$ cat config.mk
export PLATFORM = sky130hd
export DESIGN_NAME = memory_arbiter
export DESIGN_NICKNAME = d
export VERILOG_FILES = /design/src/rtl/memory_arbiter.sv
export SDC_FILE = /design/constraint.sdc
export NUM_CORES = 1
export LEC_CHECK = 0
export ABC_AREA = 1
export BUFFER_PORTS_ARGS = -buffer_cell sky130_fd_sc_hd__buf_2
export CAP_MARGIN = 20
export CORE_AREA = 2 2 130 132
export DETAILED_ROUTE_END_ITERATION = 12
export DIE_AREA = 0 0 132 134
export MAX_ROUTING_LAYER = met4
export SLEW_MARGIN = 10
export SYNTH_ARGS = -nofsm -noshare
export SYNTH_HDL_FRONTEND = slang
export SYNTH_SLANG_ARGS = --single-unit
$ cat constraint.sdc
create_clock -name clk -period 1.4 [get_ports clk]
set_input_delay 0 -clock clk [delete_from_list [all_inputs] [get_ports clk]]
set_output_delay 0 -clock clk [all_outputs]
set_load 0.01 [all_outputs]
$ cat src/rtl/memory_arbiter.sv
// Arbitrates one single-port synchronous RAM among fetch, data and loader requesters.
// Each access is a grant cycle (mem_* driven) followed by a response cycle (ready pulse).
module memory_arbiter #(
  parameter int unsigned ADDRESS_WIDTH = 32
) (
  input  logic                     clk,
  input  logic                     reset,

  input  logic                     fetch_request,
  input  logic [ADDRESS_WIDTH-1:0] fetch_address,
  output logic                     fetch_ready,
  output logic [31:0]              fetch_read_value,

  input  logic                     data_request,
  input  logic [ADDRESS_WIDTH-1:0] data_address,
  input  logic [2:0]               data_write_sections,
  input  logic [31:0]              data_write_value,
  output logic                     data_ready,
  output logic [31:0]              data_read_value,

  input  logic                     loader_request,
  input  logic [ADDRESS_WIDTH-1:0] loader_address,
  input  logic [2:0]               loader_write_sections,
  input  logic [31:0]              loader_write_value,
  output logic                     loader_ready,

  output logic [ADDRESS_WIDTH-1:0] mem_address,
  output logic [2:0]               mem_write_sections,
  output logic [31:0]              mem_write_value,
  input  logic [31:0]              mem_read_value,

  output logic [1:0]               grant_id
);

  localparam logic [1:0] GrantNone   = 2'd0;
  localparam logic [1:0] GrantFetch  = 2'd1;
  localparam logic [1:0] GrantData   = 2'd2;
  localparam logic [1:0] GrantLoader = 2'd3;

  typedef enum logic {StIdle, StRespond} state_e;

  state_e     state_q;
  logic [1:0] owner_q;
  // Set when data won the last fetch/data arbitration; loader grants leave it alone.
  logic       last_data_q;
  logic [1:0] winner;
  logic       responding;

  always_comb begin
    winner = GrantNone;
    if (loader_request) begin
      winner = GrantLoader;
    end else if (fetch_request && data_request) begin
      winner = last_data_q ? GrantFetch : GrantData;
    end else if (fetch_request) begin
      winner = GrantFetch;
    end else if (data_request) begin
      winner = GrantData;
    end
  end

  // Reset is gated in so a reset cycle never shows a grant or a ready pulse.
  assign grant_id   = (state_q == StIdle && !reset) ? winner : GrantNone;
  assign responding = (state_q == StRespond) && !reset;

  always_comb begin
    mem_address        = '0;
    mem_write_sections = 3'b000;
    mem_write_value    = 32'h0;
    case (grant_id)
      GrantFetch: begin
        mem_address = fetch_address;
      end
      GrantData: begin
        mem_address        = data_address;
        mem_write_sections = data_write_sections;
        mem_write_value    = data_write_value;
      end
      GrantLoader: begin
        mem_address        = loader_address;
        mem_write_sections = loader_write_sections;
        mem_write_value    = loader_write_value;
      end
      default: ;
    endcase
  end

  assign fetch_ready      = responding && (owner_q == GrantFetch);
  assign data_ready       = responding && (owner_q == GrantData);
  assign loader_ready     = responding && (owner_q == GrantLoader);
  assign fetch_read_value = fetch_ready ? mem_read_value : 32'h0;
  assign data_read_value  = data_ready ? mem_read_value : 32'h0;

  always_ff @(posedge clk) begin
    if (reset) begin
      state_q     <= StIdle;
      owner_q     <= GrantNone;
      last_data_q <= 1'b1;
    end else begin
      case (state_q)
        StIdle: begin
          if (winner != GrantNone) begin
            state_q <= StRespond;
            owner_q <= winner;
            if (winner == GrantFetch) last_data_q <= 1'b0;
            if (winner == GrantData)  last_data_q <= 1'b1;
          end
        end
        StRespond: begin
          state_q <= StIdle;
          owner_q <= GrantNone;
        end
        default: begin
          state_q <= StIdle;
          owner_q <= GrantNone;
        end
      endcase
    end
  end

endmodule

==> flow_summary.ini, run 1 <==
[outcome]
status = finished with violations
violations = negative setup slack

[grt]
grt_max_degree = 36
overflow = 0
track_usage_pct = 14.8
grt_pass1_vias = 3856
grt_pass1_wl_um = 20300
antenna_found_initial = 0

[clock_tree]
insertion_delay_ns = 0.23
cts_buffers = 3
cts.reportedPaths.clkPinSlew_ns = 0.03
cts_tree = done
clock_sinks = 4
cts_root_buffer = clkbuf_16
cts_htree_levels = 1
clockBufferDepth = 2

[run]
drv_cap = 0

[floorplanning]
dieArea_um2 = 17700
die_width_um = 132
start_util_pct = 12.5
die_height_um = 134
rows = 47
io_pins = 339
core-area_um2 = 16300

[sta]
tightest_slew_ns = 0.395
final.setup.worst_slack_ns = -0.124
clock-skew-final_ns = 0.000564
period_share_pct = 109
fmax_ghz = 0.656
fin_crit_ns = 1.52
grt_setup_unrepaired = true
finalHoldViolCount = 0
setup_viol = 129
setup_tns_ns = -8.53
drv_slew = 0
slew_headroom_pct = 73.6
holdWs_ns = 0.0895

[worst_setup_path]
worstPathArrival_ns = 1.52
path_buf_inv = 4
endpoint_kind = primary output
cp_max_fo = 8
max_stage_delay_ns = 0.33
worstSetupPathType = flop to primary output
critical-path-top-delay-family = simple AND/OR/NAND/NOR gates
reg2reg_from = state_q$_SDFF_PP0_
worst_ep_required_time_ns = 1.40
r2r_setup_slack_ns = 0.35
start_kind = flop
cp_cell_sequence = inv_2 -> or2_4 -> nor3_4 -> buf_6 -> clkinv_8 -> nor2_2 -> buf_2
crit_slowest_cell = dfxtp_2
r2r-end = last_data_q$_SDFFE_PP1P_
worstRegToRegCells = 6

[cells_and_area]
num_antenna_cells = 0
synthToLayoutAreaGrowth_pct = 150
final_common_cell = buf_2
drive_gt1_share_pct = 57.6
most-common-layout-cells = buf_2, nand2_1, nand4_1
final_net_count = 969

[pwr]
p_per_area_nw_per_um2 = 484
power_uw = 2470
ir_worst_vdd_mv = 0.297
power_leakage_uw = 0.00306

[hold_path]
hp-class = input pin to flop
min_path_cells = 3
min_from = data_request
hold_end = last_data_q$_SDFFE_PP1P_

[logic_synthesis]
yosysTopAreaCellShare_pct = 29.7
avgSynthCellArea_um2 = 4.89
ys_top_cells_by_area = nand4_1, nand2_1, nor2_1
synth.largest_area_cell = nand4_1
synth-seq-cells = 4
syn_nets = 620
yosysSeqAreaShare_pct = 3.92
synthCells = 417
syn-cell-area_um2 = 2040
ys.warnings.count = 0
yosysUniqueCellTypes = 21

[drt]
ant_nets = 0
drt_pass1_iterations = 4
drcViolationCount = 0
first_iter_violations = 171
finalWirelength_um = 15100
routedWlPerCell_um = 15.3
via_per_inst = 4.40
vias = 4328

[place]
port_buffers = 338
dp_hpwl_um = 9270
gp_congestion = 0.744
dp_worst_setup_slack_ns = 0.0165
[per-layer routing]
metal / part of all wire (%) / vias to the layer above / wire length [um] / GRT usage, %
li1: - / 2102 / - / -
met1: 37 / 1920 / 5580 / 15.9
met2: 53 / 285 / 8000 / 28.5
met3: 7.4 / 21 / 1110 / 2.31
met4: 2.4 / 0 / 368 / 3.50
met5: 0 / - / 0 / -
[state kept, by name, summed over array words and instances (netlist names)]
signal / cells
state_q: 1
owner_q: 2
last_data_q: 1
[worst reg2reg max path: cells and delay by family (launching register included)]
| family | cells | cell delay, ns |
|---|---|---|
| flops | 1 | 0.33 |
| buf+inv | 2 | 0.29 |
| simple gates | 4 | 0.33 |
[worst max path at each step]
stage | from | endpoint | slack, ns | depth (start not counted)
finish | owner_q[1]$_SDFFE_PP0P_ | data_read_value[26] | -0.12 | 7
global placement | owner_q[1]$_SDFFE_PP0P_ | data_read_value[24] | 0.05 | 6
global route | last_data_q$_SDFFE_PP1P_ | mem_write_value[12] | -0.19 | 9
detailed placement | owner_q[1]$_SDFFE_PP0P_ | data_read_value[24] | 0.02 | 6
CTS | last_data_q$_SDFFE_PP1P_ | mem_write_value[14] | -0.12 | 8
floorplan | owner_q[1]$_SDFFE_PP0P_ | data_read_value[10] | 0.18 | 6
[timing repair]
action	4_1_cts	5_1_grt
gates cloned	16	5
buffers inserted	14	0
gates resized for setup	57	52
pin swaps	21	3
setup endpoints to repair	130	132
hold buffers	0	0
[cell families (layout without fill, tap and decap cells)]
group | after synthesis | after routing | share of synthesized area, %
and+or+nand+nor | 327 | 327 | 77.2
buffers and inverters | 86 | 433 | 18.9
DFF | 4 | 4 | 3.92
[synthesized netlist by cell type, drive strengths merged]
master	instances
nand4	97
nor2	71
clkbuf	8
nand2	118
nand3	38
inv	43
or2	2
nor3	1
dfxtp	4
buf	35
[layout make-up]
class	instances	area, um^2
Tap cell	220	275
Fill cell	1768	11200
Clock buffer	3	75.1
Inverter	43	183
Timing Repair inverter	3	38.8
Multi-Input combinational cell	327	1770
Timing Repair Buffer	384	2680
Sequential cell	4	83.8
[report_power, final]
group	internal, uW	leakage [uW]	switching [uW]
registers	133	0.0000335	18.5
logic	922	0.00299	947
clock network	366	0.0000370	87.1
[stage by stage]
step / instances / utilization (%) / area, um^2
finish: 984 / 31.4 / 5110
floorplan: 417 / - / 2040
global route: 984 / 31.4 / 5110
detailed placement: 948 / 24.9 / 4050
global placement: 948 / 24.9 / 4050
CTS: 981 / 29.7 / 4840
No activity file was read; power rests on OpenSTA's default activity.
==> inputs of run 2 (changes only) <==
--- a/config.mk
+++ b/config.mk
@@ -12,6 +12,7 @@
 export DETAILED_ROUTE_END_ITERATION = 12
 export DIE_AREA = 0 0 132 134
 export MAX_ROUTING_LAYER = met4
+export PLACE_DENSITY = 0.53
 export SLEW_MARGIN = 10
 export SYNTH_ARGS = -nofsm -noshare
 export SYNTH_HDL_FRONTEND = slang
==> run 2 against run 1 <==
  * The run still ends with negative setup slack left
  * Combinational power rose by 3%
  * Wire length is 1.6% higher
  * Clock power decreased by 0.9%
  * Core utilization grew 2.0 points
  * Global-route usage increased by 0.20 points
  * Cell area is 6.4% higher
  * Power increased by 2.6%
  * First-iteration DRC count is 19% higher
  * Die area stayed put
  * Critical path depth up 2
  * Sequential power up 4%
  * Largest power group unchanged
  * Highest routed layer unchanged
==> flow_summary.ini, run 2 (synthesis gave the netlist of run 1 again) <==
[floorplanning]
die_width_um = 132
die_height_um = 134
core-area_um2 = 16300
start_util_pct = 12.5
io_pins = 339
rows = 47
dieArea_um2 = 17700

[clock_tree]
insertion_delay_ns = 0.23
clockBufferDepth = 2
clock_sinks = 4
cts_tree = done
cts_hold_buf = 0
cts_root_buffer = clkbuf_16
cts_htree_levels = 1
cts_buffers = 3
cts.reportedPaths.clkPinSlew_ns = 0.03

[sta]
period_share_pct = 113
final.setup.worst_slack_ns = -0.177
fmax_ghz = 0.634
grt_setup_unrepaired = true
tightest_slew_ns = 0.420
drv_slew = 0
clock-skew-final_ns = 0.00235
finalHoldViolCount = 0
setup_viol = 100
slew_headroom_pct = 72.0
fin_crit_ns = 1.58
setup_tns_ns = -11.26

[grt]
overflow = 0
grt_pass1_vias = 3909
track_usage_pct = 15.0
grt_max_degree = 36
grt_pass1_wl_um = 20800
antenna_found_initial = 1

[worst_setup_path]
r2r_setup_slack_ns = 0.37
critical-path-top-delay-family = simple AND/OR/NAND/NOR gates
r2r-end = state_q$_SDFF_PP0_
crit_slowest_cell = dfxtp_2
worstSetupPathType = flop to primary output
worst_ep_required_time_ns = 1.40
reg2reg_from = last_data_q$_SDFFE_PP1P_
worstRegToRegCells = 6
endpoint_kind = primary output
start_kind = flop
max_stage_delay_ns = 0.33
cp_cell_sequence = nand2_4 -> buf_6 -> nand2_4 -> nor2_4 -> buf_12 -> buf_12 -> nand4_1 -> nand3_1 -> buf_2
worstPathArrival_ns = 1.58
path_buf_inv = 4
cp_max_fo = 8

[cells_and_area]
largest_reg_flops = 2
biggestRegsByFlops = owner_q: 2 flops, last_data_q: 1 flops, state_q: 1 flops
drive_gt1_share_pct = 60.5
multi_input_area_um2 = 1880
fillers = 1735
final_common_cell = buf_2
synthToLayoutAreaGrowth_pct = 166
most-common-layout-cells = buf_2, nand2_1, nand4_1
fin_area_um2 = 5440
final_net_count = 987
max_flop_register = owner_q
seq_area_um2 = 86.3

[pwr]
power_uw = 2540
ir_worst_vdd_mv = 0.261
power_leakage_uw = 0.00319
p_per_area_nw_per_um2 = 467

[drt]
first_iter_violations = 204
ant_nets = 0
routedWlPerCell_um = 15.3
drt_pass1_iterations = 4
finalWirelength_um = 15300
drcViolationCount = 0
via_per_inst = 4.31
vias = 4327

[outcome]
status = finished with violations
violations = negative setup slack

[place]
dp_worst_setup_slack_ns = 0.0259
dp_hpwl_um = 10200
placed_area_um2 = 4100
port_buffers = 338
gp_congestion = 0.839

[run]
drv_cap = 0

[hold_path]
hold_end = last_data_q$_SDFFE_PP1P_
hp-class = input pin to flop
min_path_cells = 3
min_from = data_request
==> run 2: worst max path at each step <==
stage | start | endpoint | depth (start not counted)
global route | last_data_q$_SDFFE_PP1P_ | mem_address[18] | 9
CTS | owner_q[1]$_SDFFE_PP0P_ | data_read_value[27] | 7
global placement | last_data_q$_SDFFE_PP1P_ | mem_write_value[13] | 9
floorplan | owner_q[1]$_SDFFE_PP0P_ | data_read_value[10] | 6
detailed placement | last_data_q$_SDFFE_PP1P_ | mem_write_value[13] | 9
finish | last_data_q$_SDFFE_PP1P_ | mem_address[18] | 9
==> run 2: tightest hold or removal path, cell delays in order <==
cell     delay (ns)
buf_2          0.13
nand4_1        0.10
nand2_1        0.05
==> run 2: through the flow <==
step           std cells  utilization, %  hold slack [ns]
6_report            1003            33.4           0.0986
2_1_floorplan        417               -            0.109
5_1_grt             1003            33.4           0.0990
3_5_place_dp         957            25.2            0.273
3_3_place_gp         957            25.2            0.273
4_1_cts              995            30.3           0.0934
==> run 2: what timing repair did <==
| item | CTS | global route |
|---|---|---|
| cloned | 13 | 6 |
| resized for setup | 57 | 102 |
| endpoints found under the setup margin | 130 | 130 |
| pin swaps | 12 | 23 |
| setup buffers | 22 | 3 |
==> run 2: layout make-up <==
type                    instances  area share, %
inverters                      43           3.24
repair buffers                405           54.1
well taps                     220           5.06
clock buffers                   3           1.38
flip-flops and latches          4           1.59
diodes                          1         0.0460
multi-input cells             327           34.6
==> run 2: power by group <==
part / internal (uW) / switching [uW] / total [uW] / leakage [uW]
registers: 134 / 23.0 / 157 / 0.0000338
logic: 978 / 954 / 1930 / 0.00312
clock network: 365 / 83.7 / 449 / 0.0000370
total: 1480 / 1060 / 2540 / 0.00319
==> run 2: metal layers <==
metal / share of wire, % / global-route usage (%) / up-vias / routed length [um]
met5: 0 / - / - / 0
met1: 38 / 16.6 / 1932 / 5870
li1: - / - / 2143 / -
met3: 6.9 / 2.87 / 16 / 1050
met2: 53 / 28.5 / 236 / 8150
met4: 1.5 / 2.36 / 0 / 231
